File: src/rtl/aludec_pkg.sv
// Shared constants for the ALU control decoder: aluop classes, R-type funct codes
// and alucontrol encodings (XOR/NOR are used only when ALUDEC_EXT_OPS_EN is defined).
package aludec_pkg;

    typedef enum logic [1:0] {
        ALUOP_LSW   = 2'b00,
        ALUOP_BEQ   = 2'b01,
        ALUOP_RTYPE = 2'b10,
        ALUOP_RSVD  = 2'b11
    } aluop_e;

    localparam logic [5:0] FUNCT_ADD = 6'b100000;
    localparam logic [5:0] FUNCT_SUB = 6'b100010;
    localparam logic [5:0] FUNCT_AND = 6'b100100;
    localparam logic [5:0] FUNCT_OR  = 6'b100101;
    localparam logic [5:0] FUNCT_XOR = 6'b100110;
    localparam logic [5:0] FUNCT_NOR = 6'b100111;
    localparam logic [5:0] FUNCT_SLT = 6'b101010;

    localparam logic [2:0] CTRL_AND = 3'b000;
    localparam logic [2:0] CTRL_OR  = 3'b001;
    localparam logic [2:0] CTRL_ADD = 3'b010;
    localparam logic [2:0] CTRL_XOR = 3'b011;
    localparam logic [2:0] CTRL_NOR = 3'b100;
    localparam logic [2:0] CTRL_SUB = 3'b110;
    localparam logic [2:0] CTRL_SLT = 3'b111;

endpackage

File: src/rtl/aludec_core.sv
// Combinational ALU control decode (aluop, funct -> ctrl, illegal).
// Defining ALUDEC_EXT_OPS_EN adds the XOR and NOR R-type decodes.
module aludec_core
    import aludec_pkg::*;
#(
    parameter logic [2:0] ILLEGAL_CTRL = CTRL_ADD
) (
    input  logic [1:0] aluop,
    input  logic [5:0] funct,
    output logic [2:0] ctrl,
    output logic       illegal
);

    // funct is only examined for R-type, so an undriven funct on lw/sw/beq cannot leak X.
    always_comb begin
        ctrl    = ILLEGAL_CTRL;
        illegal = 1'b1;
        case (aluop)
            ALUOP_LSW: begin
                ctrl    = CTRL_ADD;
                illegal = 1'b0;
            end
            ALUOP_BEQ: begin
                ctrl    = CTRL_SUB;
                illegal = 1'b0;
            end
            ALUOP_RTYPE: begin
                case (funct)
                    FUNCT_ADD: begin ctrl = CTRL_ADD; illegal = 1'b0; end
                    FUNCT_SUB: begin ctrl = CTRL_SUB; illegal = 1'b0; end
                    FUNCT_AND: begin ctrl = CTRL_AND; illegal = 1'b0; end
                    FUNCT_OR:  begin ctrl = CTRL_OR;  illegal = 1'b0; end
                    FUNCT_SLT: begin ctrl = CTRL_SLT; illegal = 1'b0; end
`ifdef ALUDEC_EXT_OPS_EN
                    FUNCT_XOR: begin ctrl = CTRL_XOR; illegal = 1'b0; end
                    FUNCT_NOR: begin ctrl = CTRL_NOR; illegal = 1'b0; end
`endif
                    default: begin
                        ctrl    = ILLEGAL_CTRL;
                        illegal = 1'b1;
                    end
                endcase
            end
            default: begin
                ctrl    = ILLEGAL_CTRL;
                illegal = 1'b1;
            end
        endcase
    end

endmodule

File: src/rtl/aludec.sv
// Registered ALU control decoder: one-cycle latency, no backpressure.
// Extended XOR/NOR decodes are enabled by defining ALUDEC_EXT_OPS_EN.
module aludec
    import aludec_pkg::*;
#(
    parameter logic [2:0] ILLEGAL_CTRL = CTRL_ADD
) (
    input  logic       clk,
    input  logic       rst_n,
    input  logic       in_valid,
    input  logic [1:0] aluop,
    input  logic [5:0] funct,
    output logic [2:0] alucontrol,
    output logic       out_valid,
    output logic       illegal
);

    logic [2:0] w_ctrl;
    logic       w_illegal;
    logic [2:0] r_alucontrol;
    logic       r_out_valid;
    logic       r_illegal;

    aludec_core #(
        .ILLEGAL_CTRL (ILLEGAL_CTRL)
    ) u_core (
        .aluop   (aluop),
        .funct   (funct),
        .ctrl    (w_ctrl),
        .illegal (w_illegal)
    );

    // Decode result is held while idle; only out_valid marks freshness.
    always_ff @(posedge clk or negedge rst_n) begin
        if (!rst_n) begin
            r_alucontrol <= 3'b000;
            r_out_valid  <= 1'b0;
            r_illegal    <= 1'b0;
        end else begin
            r_out_valid <= in_valid;
            if (in_valid) begin
                r_alucontrol <= w_ctrl;
                r_illegal    <= w_illegal;
            end
        end
    end

    assign alucontrol = r_alucontrol;
    assign out_valid  = r_out_valid;
    assign illegal    = r_illegal;

endmodule

File: config.mk
export PLATFORM = sky130hd
export DESIGN_NAME = aludec
export DESIGN_NICKNAME = d
export VERILOG_FILES = /design/src/rtl/aludec_pkg.sv /design/src/rtl/aludec_core.sv /design/src/rtl/aludec.sv
export SDC_FILE = /design/constraint.sdc
export NUM_CORES = 1
export LEC_CHECK = 0
export CAP_MARGIN = 20
export CORE_AREA = 2 2 39 41
export CTS_BUF_LIST = sky130_fd_sc_hd__clkbuf_8
export DETAILED_ROUTE_END_ITERATION = 8
export DIE_AREA = 0 0 41 43
export GPL_TIMING_DRIVEN = 0
export SETUP_SLACK_MARGIN = 0.5
export SYNTH_ARGS = -nofsm -noshare
export SYNTH_HDL_FRONTEND = slang
export SYNTH_SLANG_ARGS = --single-unit
File: constraint.sdc
create_clock -name clk -period 1.5 [get_ports clk]
set_clock_uncertainty 0.2 [all_clocks]
set_input_delay 0.3 -clock clk [delete_from_list [all_inputs] [get_ports clk]]
set_output_delay 0.3 -clock clk [all_outputs]
set_load 0.03 [all_outputs]
==> results.json, run 1 <==
{
  "status": "finished clean",
  "cpPeakStageDelay_ps": 380,
  "clock_sinks": 5,
  "htreeDepth": 1,
  "synthTopCellsByCount": "dfrtp_1, inv_1, ha_1, nor2_1, o22ai_1",
  "synthCells": 31,
  "yosysWarnings": 0,
  "clock_path_buffers": 2,
  "worstSetupPathType": "reg2out",
  "relSlewSlack": 0.773,
  "initialDrtViolationCount": 2,
  "grt_pass1_vias": 314,
  "core_sq_mm": 0.00138,
  "intPower_mw": 0.408,
  "cts_tree": "yes",
  "switching_share": 0.271,
  "comb_power_share": 0.287,
  "syn-mean-instance-area_sq_um": 10.3,
  "hold_class": "in2async",
  "start_kind": "register",
  "slew_violations": 0,
  "seq_power_share": 0.272,
  "row_count": 14,
  "port_buffers": 15,
  "clkLatencyLatePin_ps": 220,
  "die_h_microns": 43,
  "cp_num_buf_inv": 1,
  "max_freq_mhz": 800,
  "vias": 321,
  "synth.net_count": 45,
  "diodes": 0,
  "synth-seq-cells": 5,
  "critPathCaptureType": "output pin",
  "power_switching_mw": 0.152,
  "pre_cts_ws_ps": -375,
  "antenna_found_initial": 0,
  "path_cells": "buf_6",
  "post_drt_via_cell_ratio": 4.59,
  "area_growth_pct": 108,
  "nets": 69,
  "wl_per_cell_microns": 12.0,
  "setup_violations": 0,
  "drt_pass1_iterations": 2,
  "period_minus_slack_ps": 1250,
  "rsz0062_at_grt": "yes",
  "die_w_microns": 41,
  "grt_max_degree": 9,
  "synth.yosys.seq_area_share": 0.392,
  "synth_edf_count": 0,
  "gp_routability_congestion": 0.620,
  "drv_cap": 0,
  "min_period_over_period": 0.833,
  "clk_pin_slew_ps": 40,
  "syn_area_sq_um": 319,
  "drt-total-wl_microns": 840,
  "grt_usage": 0.128,
  "worst-path-max-fanout": 2,
  "worst_pin_slew_ps": 339,
  "synthFlopType": "dfrtp_1",
  "grt_pass1_wl_microns": 1420,
  "cts-root-buf": "clkbuf_8",
  "p_leak_nw": 0.283,
  "timing.hold.ws_ps": 102,
  "synth_cell_types": 19,
  "async_flop_share": 1.00,
  "synthTopCellsByArea": "dfrtp_1, ha_1, inv_1",
  "critPathTopFamily": "flip-flops",
  "yosys.area.top_type": "dfrtp_1",
  "post-synth-top-area-fraction": 0.392,
  "vdd_drop_max_mv": 0.403,
  "start_util": 0.231,
  "drive_gt1_frac": 0.611,
  "hold_viol": 0,
  "cts_buffers": 3,
  "remaining_drc_errors": 0,
  "worstPathRequired_ps": 1000,
  "clkPwrFrac": 0.441,
  "dieArea_sq_mm": 0.00176,
  "grt-ovfl-total": 0,
  "finalSetupTns_ps": 0,
  "layout_setup_ws_ps": 250,
  "cp.arrival_ps": 750,
  "io_pins": 16,
  "worst_path_max_delay_cell": "dfrtp_1",
  "cts_hold_buf": 0,
  "ant_nets": 0,
  "powerDensity_mw_per_mm2": 844
}
[worst reg2reg max path, stage by stage, from the launching register on]
cell     delay (ps)
dfrtp_1         380
buf_4           130
buf_4           120
o22a_1          180
[logic make-up (layout without fill, tap and decap cells)]
group / after synthesis / count (layout) / share of synthesized area
AO/OA/AOI/OAI: 9 / 9 / 0.239
adder cells (fa/ha/maj): 3 / 3 / 0.118
buffers and inverters: 6 / 29 / 0.0706
flip-flops: 5 / 5 / 0.392
AND/OR/NAND/NOR: 8 / 8 / 0.180
[path summary, 6_finish.rpt]
kind | start | endpoint | slack (ps) | depth (start not counted)
setup / recovery | illegal | illegal | 250 | 1
hold / removal | rst_n | out_valid | 100 | 1
setup reg to reg | illegal | illegal | 370 | 3
hold reg to reg | alucontrol[2] | alucontrol[2] | 340 | 2
max in group asynchronous | rst_n | alucontrol[1] | 810 | 1
min in group clk | in_valid | out_valid | 140 | 1
[final cells by class]
| class | instances | area [sq um] |
|---|---|---|
| Multi-Input combinational cell | 20 | 238 |
| Sequential cell | 5 | 125 |
| Inverter | 5 | 36.3 |
| Clock buffer | 3 | 41.3 |
| Clock inverter | 1 | 3.75 |
| Buffer | 1 | 11.3 |
| Fill cell | 132 | 721 |
| Timing Repair Buffer | 19 | 188 |
| Tap cell | 16 | 20.0 |
[stage by stage]
stage	util	power (mW)	cells	cell area [sq um]
floorplan	-	0.218	31	385
global placement	0.401	0.285	62	556
detailed placement	0.401	0.287	62	556
CTS	0.454	0.549	68	628
global route	0.479	0.588	70	663
finish	0.479	0.560	70	663
[power groups by stage]
| stage | registers (mW) | logic (mW) | clock network (mW) |
|---|---|---|---|
| final | 0.152 | 0.160 | 0.247 |
| after global routing | 0.153 | 0.173 | 0.262 |
| after CTS | 0.152 | 0.147 | 0.250 |
| after detailed placement | 0.152 | 0.135 | 0 |
| after global placement | 0.152 | 0.133 | 0 |
| after floorplan | 0.172 | 0.0468 | 0 |
[registers in the layout, indices dropped and copies added, names as in the netlist]
register / cells
alucontrol: 3
illegal: 1
out_valid: 1
[layer usage]
| metal | GRT usage | vias to the layer above | part of all wire |
|---|---|---|---|
| li1 | - | 159 | - |
| met1 | 0.142 | 147 | 0.36 |
| met2 | 0.194 | 11 | 0.56 |
| met3 | 0.0314 | 4 | 0.039 |
| met4 | 0.100 | 0 | 0.035 |
| met5 | 0 | - | 0 |
[what timing repair did]
| item | in CTS | in global routing |
|---|---|---|
| pin swaps | 7 | 4 |
| endpoints found under the setup margin | 9 | 9 |
| gates resized for setup | 82 | 6 |
| setup buffers | 2 | 2 |
[placed cells by master, fill, tap and decap left out, types with 2 or more instances in the layout]
master and instances:
inv_1 3, buf_8 2, dfrtp_1 5, clkbuf_8 3, ha_4 2, buf_2 4, buf_4 4, o22ai_1 2
nor2_1 2, buf_6 7
Power figures use the tool's default switching activity.
==> run 2: changes to the inputs <==
==> constraint.sdc (replaced) <==
create_clock -name clk -period 1.25 [get_ports clk]
set_clock_uncertainty 0.2 [all_clocks]
set_input_delay 0.25 -clock clk [delete_from_list [all_inputs] [get_ports clk]]
set_output_delay 0.25 -clock clk [all_outputs]
set_load 0.03 [all_outputs]
==> run 2 against run 1 <==
  * Sequential power is 21% higher
  * Cell count is 1.4% lower
  * Sequential share of layout area hardly changed
  * Non-clock buffer count is 1 lower
  * Critical endpoint is now alucontrol[1]
  * Critical path type unchanged
  * Worst hold slack worse by 50 ps
  * Wire length is 5.4% lower
  * Largest power group unchanged
  * Total power is 20% higher
==> results.json, run 2 (same netlist as run 1, synthesis figures left out) <==
{
  "critPathCaptureType": "output pin",
  "initialDrtViolationCount": 4,
  "drv_cap": 0,
  "drt-total-wl_microns": 795,
  "setup_violations": 0,
  "clk_pin_slew_ps": 40,
  "core_sq_mm": 0.00138,
  "post_drt_via_cell_ratio": 4.57,
  "use_met2": 0.181,
  "powerDensity_mw_per_mm2": 971,
  "use_met3": 0.0157,
  "intPower_mw": 0.496,
  "timing.hold.ws_ps": 52.3,
  "comb_power_share": 0.297,
  "r2r-start": "illegal",
  "switching_share": 0.260,
  "nets": 68,
  "hold_viol": 0,
  "min_period_over_period": 0.964,
  "p_leak_nw": 0.282,
  "cp.arrival_ps": 750,
  "rsz0062_at_grt": "yes",
  "grt_usage": 0.121,
  "worstSetupPathType": "reg2out",
  "grt_pass1_vias": 326,
  "cts_buffers": 3,
  "htreeDepth": 1,
  "worst-path-max-fanout": 2,
  "startpoint": "alucontrol[1]",
  "start_kind": "register",
  "die_w_microns": 41,
  "worst_path_max_delay_cell": "dfrtp_2",
  "cp_num_buf_inv": 1,
  "mostFrequentLayoutCell": "buf_6",
  "io_pins": 16,
  "seq_power_share": 0.275,
  "die_h_microns": 43,
  "grt.met1_usage": 0.132,
  "critPathTopFamily": "flip-flops",
  "path_cells": "buf_6",
  "layout_common_cells": "buf_6, dfrtp_2",
  "clkPwrFrac": 0.428,
  "vdd_drop_max_mv": 0.387,
  "cts_tree": "yes",
  "remaining_drc_errors": 0,
  "drive_gt1_frac": 0.679,
  "port_buffers": 15,
  "cpPeakStageDelay_ps": 400,
  "grt-busiest-layer": "met2",
  "row_count": 14,
  "clock_path_buffers": 2,
  "grt-ovfl-total": 0,
  "grt_max_degree": 9,
  "max_freq_mhz": 830,
  "gp_routability_congestion": 0.633,
  "drt_pass1_iterations": 2,
  "worst_pin_slew_ps": 322,
  "status": "finished clean",
  "ant_nets": 0,
  "wl_per_cell_microns": 11.5,
  "antenna_found_initial": 0,
  "dp_hpwl_microns": 604,
  "relSlewSlack": 0.784,
  "worstPathRequired_ps": 800,
  "clkLatencyLatePin_ps": 220,
  "area_growth_pct": 116,
  "hold_class": "in2async",
  "diodes": 0,
  "power_switching_mw": 0.175,
  "vias": 315,
  "fin_total_pwr_mw": 0.671,
  "start_util": 0.231,
  "clock_sinks": 5,
  "slew_violations": 0,
  "cts-root-buf": "clkbuf_8",
  "grt_pass1_wl_microns": 1350,
  "dieArea_sq_mm": 0.00176,
  "largest_register_ffs": 3,
  "period_minus_slack_ps": 1200
}
## run 2: changes by cell type in the layout (fill, tap and decap cells not counted), sizes merged
cell and change:
buf -1
## run 2: through the flow
step                 util  worst slack, ps  TNS (ps)  area [sq um]  instances
global placement    0.405             -564     -3000           561         62
CTS                 0.484             36.1         0           669         68
global route        0.499             19.1         0           691         69
detailed placement  0.405             -564     -3070           561         62
floorplan               -              148         0           390         31
finish              0.499             45.4         0           691         69
## run 2: area by class of cell
cell class | count | area (sq um)
clock inverters | 1 | 3.75
well taps | 16 | 20.0
inverters | 5 | 36.3
flip-flops and latches | 5 | 130
multi-input cells | 20 | 248
fillers | 128 | 693
clock buffers | 3 | 41.3
plain buffers | 1 | 11.3
repair buffers | 18 | 200
## run 2: per-layer routing
metal  wire length [microns]  vias up
met5                       0        -
met4                      13        0
met3                      34        2
met2                     436       10
met1                     310      141
li1                        -      162
## run 2: path summary, 6_finish.rpt
check                           endpoint  slack [ps]  cells past startpoint
setup / recovery           alucontrol[1]          50                      1
hold / removal                   illegal          50                      1
setup reg to reg                 illegal         130                      3
hold reg to reg            alucontrol[2]         360                      2
max in group asynchronous  alucontrol[1]         590                      1
min in group clk               out_valid         100                      1
## run 2: what timing repair did
item / 4_1_cts / 5_1_grt
gates cloned: 0 / 0
pin swaps: 8 / 4
resized for setup: 91 / 4
setup buffers: 2 / 1
hold buffers: 0 / 0
setup endpoints to repair: 10 / 9
## run 2: power by group through the flow
stage          clock network (mW)  logic [mW]  registers, mW
2_1_floorplan                   0      0.0561          0.208
3_3_place_gp                    0       0.160          0.183
3_5_place_dp                    0       0.161          0.184
4_1_cts                     0.296       0.188          0.184
5_1_grt                     0.311       0.215          0.186
6_report                    0.287       0.199          0.184
